[src/rtl/sensor_scan_demux_if.sv]
// rtl/sensor_scan_demux_if.sv - mux select and ADC sample handshake between scan controller and front end
interface sensor_scan_demux_if #(
  parameter int SIGNAL_WIDTH = 12
);
  logic [1:0]              sel;
  logic                    sample_req;
  logic                    sample_valid;
  logic [SIGNAL_WIDTH-1:0] sample_data;

  modport master (
    output sel,
    output sample_req,
    input  sample_valid,
    input  sample_data
  );

  modport slave (
    input  sel,
    input  sample_req,
    output sample_valid,
    output sample_data
  );
endinterface

[src/rtl/sensor_scan_demux.sv]
// rtl/sensor_scan_demux.sv - 4-channel sensor scan controller: settle, sample, demux into channel registers
module sensor_scan_demux #(
  parameter int SIGNAL_WIDTH   = 12,
  parameter int SETTLE_CYCLES  = 16,
  parameter int TIMEOUT_CYCLES = 255
) (
  input  logic                    clk,
  input  logic                    reset,
  input  logic                    enable,
  sensor_scan_demux_if.master     adc,
  output logic [SIGNAL_WIDTH-1:0] ch0,
  output logic [SIGNAL_WIDTH-1:0] ch1,
  output logic [SIGNAL_WIDTH-1:0] ch2,
  output logic [SIGNAL_WIDTH-1:0] ch3,
  output logic [3:0]              ch_valid,
  output logic                    frame_done,
  output logic                    timeout_err
);

  localparam int CNT_MAX = (SETTLE_CYCLES > TIMEOUT_CYCLES) ? SETTLE_CYCLES : TIMEOUT_CYCLES;
  localparam int CW      = $clog2(CNT_MAX + 1);

  localparam logic [CW-1:0] SETTLE_LAST  = CW'(SETTLE_CYCLES - 1);
  localparam logic [CW-1:0] TIMEOUT_LAST = CW'(TIMEOUT_CYCLES - 1);

  localparam logic [2:0] ST_IDLE   = 3'd0;
  localparam logic [2:0] ST_SETTLE = 3'd1;
  localparam logic [2:0] ST_REQ    = 3'd2;
  localparam logic [2:0] ST_WAIT   = 3'd3;
  localparam logic [2:0] ST_NEXT   = 3'd4;

  logic [2:0]              state_q, state_d;
  logic [CW-1:0]           cnt_q, cnt_d;
  logic [1:0]              sel_q, sel_d;
  logic                    req_q, req_d;
  logic                    frame_done_q, frame_done_d;
  logic                    timeout_err_q, timeout_err_d;
  logic [3:0]              ch_valid_q, ch_valid_d;
  logic [SIGNAL_WIDTH-1:0] ch_q [4];
  logic [SIGNAL_WIDTH-1:0] ch_d [4];

  always_comb begin
    state_d       = state_q;
    cnt_d         = cnt_q;
    sel_d         = sel_q;
    req_d         = 1'b0;
    frame_done_d  = 1'b0;
    timeout_err_d = timeout_err_q;
    ch_valid_d    = ch_valid_q;
    ch_d          = ch_q;

    case (state_q)
      ST_IDLE: begin
        sel_d = 2'd0;
        if (enable) begin
          state_d = ST_SETTLE;
          cnt_d   = '0;
        end
      end

      ST_SETTLE: begin
        // Request is raised on entry to REQ so the registered pulse covers exactly the REQ cycle.
        if (cnt_q == SETTLE_LAST) begin
          state_d = ST_REQ;
          cnt_d   = '0;
          req_d   = 1'b1;
        end else begin
          cnt_d = cnt_q + 1'b1;
        end
      end

      ST_REQ: begin
        state_d = ST_WAIT;
        cnt_d   = '0;
      end

      ST_WAIT: begin
        // A sample arriving on the last timeout cycle still counts as a good capture.
        if (adc.sample_valid) begin
          ch_d[sel_q]       = adc.sample_data;
          ch_valid_d[sel_q] = 1'b1;
          state_d           = ST_NEXT;
          frame_done_d      = (sel_q == 2'd3);
        end else if (cnt_q == TIMEOUT_LAST) begin
          ch_valid_d[sel_q] = 1'b0;
          timeout_err_d     = 1'b1;
          state_d           = ST_NEXT;
          frame_done_d      = (sel_q == 2'd3);
        end else begin
          cnt_d = cnt_q + 1'b1;
        end
      end

      ST_NEXT: begin
        cnt_d = '0;
        if (sel_q != 2'd3) begin
          sel_d   = sel_q + 2'd1;
          state_d = ST_SETTLE;
        end else begin
          sel_d   = 2'd0;
          state_d = enable ? ST_SETTLE : ST_IDLE;
        end
      end

      default: begin
        state_d = ST_IDLE;
        sel_d   = 2'd0;
        cnt_d   = '0;
      end
    endcase
  end

  always_ff @(posedge clk) begin
    if (reset) begin
      state_q       <= ST_IDLE;
      cnt_q         <= '0;
      sel_q         <= 2'd0;
      req_q         <= 1'b0;
      frame_done_q  <= 1'b0;
      timeout_err_q <= 1'b0;
      ch_valid_q    <= 4'd0;
      for (int i = 0; i < 4; i++) begin
        ch_q[i] <= '0;
      end
    end else begin
      state_q       <= state_d;
      cnt_q         <= cnt_d;
      sel_q         <= sel_d;
      req_q         <= req_d;
      frame_done_q  <= frame_done_d;
      timeout_err_q <= timeout_err_d;
      ch_valid_q    <= ch_valid_d;
      ch_q          <= ch_d;
    end
  end

  assign adc.sel        = sel_q;
  assign adc.sample_req = req_q;
  assign ch0            = ch_q[0];
  assign ch1            = ch_q[1];
  assign ch2            = ch_q[2];
  assign ch3            = ch_q[3];
  assign ch_valid       = ch_valid_q;
  assign frame_done     = frame_done_q;
  assign timeout_err    = timeout_err_q;

endmodule
[src/flat_wrapper.sv]
// flat-port wrapper written by rule: the top's interface ports become plain ports
module sensor_scan_demux_flat 
#(
  parameter int SIGNAL_WIDTH   = 12,
  parameter int SETTLE_CYCLES  = 16,
  parameter int TIMEOUT_CYCLES = 255
)
  (clk, reset, enable, ch0, ch1, ch2, ch3, ch_valid, frame_done, timeout_err, adc_sel, adc_sample_req, adc_sample_valid, adc_sample_data);
  sensor_scan_demux_if #(.SIGNAL_WIDTH(SIGNAL_WIDTH)) adc_i ();
  input  logic clk;
  input  logic reset;
  input  logic enable;
  output logic [SIGNAL_WIDTH-1:0] ch0;
  output logic [SIGNAL_WIDTH-1:0] ch1;
  output logic [SIGNAL_WIDTH-1:0] ch2;
  output logic [SIGNAL_WIDTH-1:0] ch3;
  output logic [3:0] ch_valid;
  output logic frame_done;
  output logic timeout_err;
  output wire logic [$bits(adc_i.sel)-1:0] adc_sel;
  output wire logic [$bits(adc_i.sample_req)-1:0] adc_sample_req;
  input wire logic [$bits(adc_i.sample_valid)-1:0] adc_sample_valid;
  input wire logic [$bits(adc_i.sample_data)-1:0] adc_sample_data;
  assign adc_sel = adc_i.sel;
  assign adc_sample_req = adc_i.sample_req;
  assign adc_i.sample_valid = adc_sample_valid;
  assign adc_i.sample_data = adc_sample_data;
  sensor_scan_demux #(.SIGNAL_WIDTH(SIGNAL_WIDTH), .SETTLE_CYCLES(SETTLE_CYCLES), .TIMEOUT_CYCLES(TIMEOUT_CYCLES)) u_core (.clk(clk), .reset(reset), .enable(enable), .adc(adc_i), .ch0(ch0), .ch1(ch1), .ch2(ch2), .ch3(ch3), .ch_valid(ch_valid), .frame_done(frame_done), .timeout_err(timeout_err));
endmodule
[config.mk]
export PLATFORM = sky130hd
export DESIGN_NAME = sensor_scan_demux_flat
export DESIGN_NICKNAME = d
export VERILOG_FILES = /design/src/rtl/sensor_scan_demux_if.sv /design/src/rtl/sensor_scan_demux.sv /design/src/flat_wrapper.sv
export SDC_FILE = /design/constraint.sdc
export NUM_CORES = 1
export LEC_CHECK = 0
export CAP_MARGIN = 0
export CORE_ASPECT_RATIO = 1.75
export CORE_UTILIZATION = 48
export CTS_CLUSTER_DIAMETER = 50
export CTS_CLUSTER_SIZE = 8
export DETAILED_ROUTE_END_ITERATION = 6
export GPL_ROUTABILITY_DRIVEN = 0
export GPL_TIMING_DRIVEN = 0
export PLACE_DENSITY = 0.79
export SLEW_MARGIN = 20
export SYNTH_ARGS = -nofsm -noshare
export SYNTH_HDL_FRONTEND = slang
export SYNTH_SLANG_ARGS = --single-unit
[constraint.sdc]
create_clock -name clk -period 2.2 [get_ports clk]
set_input_delay 0.55 -clock clk [delete_from_list [all_inputs] [get_ports clk]]
set_output_delay 0.55 -clock clk [all_outputs]
set_load 0.02 [all_outputs]
=== Yosys cells after proc, flatten, opt, wreduce, memory -nomap -nowiden ===
Index checks and enable logic that the tools add are counted.
W data, S select, Z words.

* Flip-flop bits (word level): 68
* Input port bits: 16
* Output and inout port bits: 57
* Word-level logic and storage cells: 73

* Add/subtract/negate cells: 2
* Order comparisons: 4
* Eq/ne operators: 13
* Muxes and demuxes: 24
* Bitwise gates (word level): 7
* Reduce and logical (&&, ||, !) cells: 12

{| class="wikitable"
|+ Operators with widths
! cell !! number
|-
| $bwmux W48 || 1
|-
| $mux W8 || 4
|-
| $demux W12 S2 || 1
|-
| $pmux W8 S3 || 1
|-
| $mux W3 || 5
|-
| $pmux W3 S5 || 1
|-
| $mux W12 || 1
|-
| $reduce_and A3 Y1 || 3
|-
| $add A8 B1 Y8 const B || 1
|-
| $eq A8 B4 Y1 const B || 1
|-
| $eq A8 B8 Y1 const B || 1
|-
| $mux W4 || 2
|-
| $ne A2 B2 Y1 const B || 4
|-
| $eq A3 B2 Y1 const B || 2
|-
| $mux W1 || 5
|-
| $and A4 B4 Y4 || 1
|-
| $not A4 Y4 || 1
|-
| $or A4 B4 Y4 || 1
|-
| $pmux W2 S2 || 1
|-
| $reduce_and A2 Y1 || 2
|-
| $reduce_or A2 Y1 || 2
|-
| $eq A3 B1 Y1 const B || 1
|-
| $eq A3 B3 Y1 const B || 1
|-
| $ge A3 B3 Y1 const B || 1
|-
| 15 further kinds || 18
|}

=== Longest topological paths before layout ===
* Depth in word-level cells: 8
* Depth in mapped cells: 7

=== Worst setup path before layout ===
OpenSTA, ideal clock, no wires.

* Path type: in2reg
* Start point: input port adc_sample_valid
* End point: register u_core.cnt_q[6]
* Library setup time: 71 ps
* Arrival time: 1734 ps
* Slack: 396 ps
* Cell stages on the path: 5
* Buffers on the path: 1
* Cell sequence: and4b_4 -> buf_6 -> or3_4 -> or4_1 -> a21oi_1

* Cells in the longest elaborated chain, start to end: 2

{| class="wikitable"
|+ Ends and longest elaborated chain
! element !! line !! source
|-
| start, declared || flat_wrapper.sv:22 || <nowiki>input wire logic [$bits(adc_i.sample_valid)-1:0] adc_sample_valid;</nowiki>
|-
| $ne A2 B2 Y1 (no source line) || - ||
|-
| $reduce_and A3 Y1 (no source line) || - ||
|-
| end signal, assigned || sensor_scan_demux.sv:127 || <nowiki>cnt_q <= cnt_d;</nowiki>
|-
| end, declared || sensor_scan_demux.sv:33 || <nowiki>logic [CW-1:0] cnt_q, cnt_d;</nowiki>
|}

Every way passes these cells.
A chain may end at the register's enable or synchronous reset.

=== Final worst setup path ===
* Start point: register u_core.cnt_q[0]
* End point: register u_core.cnt_q[3]

* Cells in the longest elaborated chain, start to end: 4

{| class="wikitable"
|+ Ends and longest elaborated chain
! element !! line !! source
|-
| $add A8 B1 Y8 || sensor_scan_demux.sv:68, sensor_scan_demux.sv:90 ||
|-
| $mux W8 || sensor_scan_demux.sv:84 || <nowiki>end else if (cnt_q == TIMEOUT_LAST) begin</nowiki>
|-
| $mux W8 || sensor_scan_demux.sv:79 || <nowiki>if (adc.sample_valid) begin</nowiki>
|-
| $pmux W8 S3 || sensor_scan_demux.sv:52 || <nowiki>case (state_q)</nowiki>
|}

Parallel ways exist; a longest one is shown, timed or not. The select of a mux whose other input is x is not followed.

==> metrics.cfg <==
[run_status]
status=finished clean

[logic_synthesis]
synth_area_um2=2828
synth_area_leader_cell=dfxtp_1
syn-num-nets=372
avgSynthCellArea_um2=8.079
synth_edf_count=0
ys_ff_latch=68
synth.area.top_cells=dfxtp_1, a21oi_1, nand3_1
synthCells=350
async_flop_share=0
yosysSeqAreaShare=0.4814
netlist.area_leader.share=0.4814
synth_ff_type=dfxtp_1
yosysUniqueCellTypes=39
yosys_warnings=0

[global_route]
antenna_found_initial=0
grt_overflow=0
grt_pass1_vias=2821
grt_max_degree=18
grt_usage=0.3006
grt_first_pass_wirelength_um=13830

[sta]
fin_skew_ns=0.006887
setup_ws_ns=0.2183
holdWs_ns=0.4579
hold_viol=0
slew_headroom=0.6042
finalCritPeriodShare=0.9008
worst_pin_slew_ns=0.5893
drv_slew=0
finalSetupViolCount=0
fin_crit_ns=1.982
grt_setup_unrepaired=no
clock.fmax_mhz=504.6

[clocking]
cts_hold_buf=0
cts_tree=done
insertion_delay_ns=0.35
clkTransAtPathRegs_ns=0.08
cts_buffer_depth=2
cts-root-buf=clkbuf_8
cts_setup_buffers=0
cts_max_level=3
numClockSinks=68
cts_made_buffers=9

[power_and_ir_drop]
p_sw_uw=704.6
total_power_uw=2799
power_density_nw_per_um2=721.8
switching_share=0.2518
seqPwrFrac=0.453
vdd_drop_max_mv=0.8516
p_leak_uw=0.001301
p_int_uw=2094
pwr-share-comb=0.095
clkPwrFrac=0.452

[final_layout]
final_nets=452
stdcell_count=511
layout_commonest_cell=clkdlybuf4s50_1
syn_to_final_growth_pct=37.12
diodes=0
layout_common_cells=clkdlybuf4s50_1, dfxtp_1, a21oi_1
drive_above_1_share=0.05287

[min_path]
hp-start=u_core.ch3[2]
min_path_type=reg2reg

[floorplanning]
die_w_um=60.02
initial_core_util=0.5022
rows=36
die_h_um=103.5
core_um2=5630
die_area_um2=6214
ioPinCount=73

[placement]
io_buffers=71
pre_cts_ws_ns=-0.3899
dp.cells=497
hpwl_um=6238

[routing]
wl_per_cell_um=16.95
drcViolationCount=0
drt_iter0_drc=240
num_vias=2946
routed_wl_um=8663
drtAntennaViolNets=0
routed_via_density=5.765
firstDrtPassIters=5

[setup_path]
worstPathArrival_ns=2.24
slowest_stage=dfxtp_1
cp_max_fo=6
slowest_delay_ns=0.44
startpoint_type=register
worst-path-buf-inv=2
r2r_start=u_core.cnt_q[0]
worstSetupPathType=reg2reg
path_cells=inv_1, ha_1, and3_1, clkbuf_1, a211oi_1, o21ai_0, o32ai_1
end_kind=register
cp_top_family=compound AO/OA/AOI/OAI gates
critPathRequiredTime_ns=2.46
startpoint=u_core.cnt_q[0]

[job]
cap_violations=0

==> per-stage QoR <==
stage	TNS, ns	utilization	instance area, um^2
detailed placement	-11.53	0.6453	3633
finish	0	0.6887	3877
global route	0	0.6887	3877
floorplan	0	-	2828
global placement	-10.79	0.6453	3633
CTS	0	0.6873	3870
==> Yosys cell counts (2+ instances only) <==
cell type,count
mux2i_1,3
nand3_1,55
a211o_1,2
a21o_1,2
a21oi_1,60
nor2_1,9
nor3_1,6
buf_1,2
buf_2,2
clkbuf_1,20
inv_1,12
buf_6,2
ha_1,6
o21ai_0,8
nand2_1,59
o211ai_1,5
o32ai_1,2
and3_1,4
dfxtp_1,68
a211oi_1,2
or4_1,3
==> worst reg2reg max path: stages (launching register included) <==
cell and delay [ns]:
dfxtp_1 0.44, inv_1 0.08, ha_1 0.21, and3_1 0.17, clkbuf_1 0.14, a211oi_1 0.42
o21ai_0 0.26, o32ai_1 0.16
==> cell families (layout without fill, tap and decap cells) <==
kind of cell / after synthesis / count (layout) / share of synthesized area
DFF: 68 / 68 / 0.4814
buffers and inverters: 39 / 124 / 0.05796
muxes: 3 / 3 / 0.01062
AOI/OAI and AO/OA: 89 / 89 / 0.1797
adders and majority gates: 6 / 6 / 0.02655
and+or+nand+nor: 145 / 145 / 0.2438
==> area by class of cell <==
| class | instances | area, um^2 |
|---|---|---|
| Inverter | 13 | 48.80 |
| Clock buffer | 10 | 127.6 |
| Timing Repair Buffer | 71 | 713.2 |
| Clock inverter | 6 | 112.6 |
| Fill cell | 473 | 1753 |
| Sequential cell | 68 | 1361 |
| Multi-Input combinational cell | 243 | 1311 |
| Buffer | 24 | 107.6 |
| Tap cell | 76 | 95.09 |
==> worst paths after layout <==
| path | endpoint | slack, ns | depth (start not counted) |
|---|---|---|---|
| worst min-delay path | u_core.ch3[2] | 0.46 | 2 |
| worst max register to register | u_core.cnt_q[3] | 0.22 | 7 |
| worst min register to register | u_core.ch3[2] | 0.46 | 2 |
| worst max-delay path | u_core.cnt_q[3] | 0.22 | 7 |
==> sequential cells by signal (all words and copies together), names as in the netlist, named ones only <==
signal and cells:
u_core.cnt_q 8, u_core.state_q 3, u_core.frame_done 1, u_core.ch3 12
u_core.adc.sample_req 1, u_core.ch0 12, u_core.timeout_err 1, u_core.adc.sel 2
u_core.ch1 12, u_core.ch2 12
==> power by group through the flow <==
stage               combinational (uW)  clock [uW]  sequential, uW
detailed placement                 252           0            1290
floorplan                          162           0            1290
global placement                   246           0            1290
finish                             266        1260            1270
global route                       288        1310            1270
CTS                                255        1260            1260
==> routing by layer <==
metal	vias up	share of wire	wire (um)	global-route usage
met4	0	0.037	324	0.1296
met1	1382	0.35	3072	0.3200
li1	1385	-	-	-
met2	140	0.53	4568	0.5119
met3	39	0.081	699	0.1061
met5	-	0	0	0
==> what timing repair did <==
| action | CTS | global route |
|---|---|---|
| setup endpoints to repair | 4 | 9 |
| hold endpoints to repair | 0 | 0 |
| pin swaps | 0 | 0 |
| gates resized for setup | 0 | 2 |
Note: power is estimated with default switching activity, not from simulation.
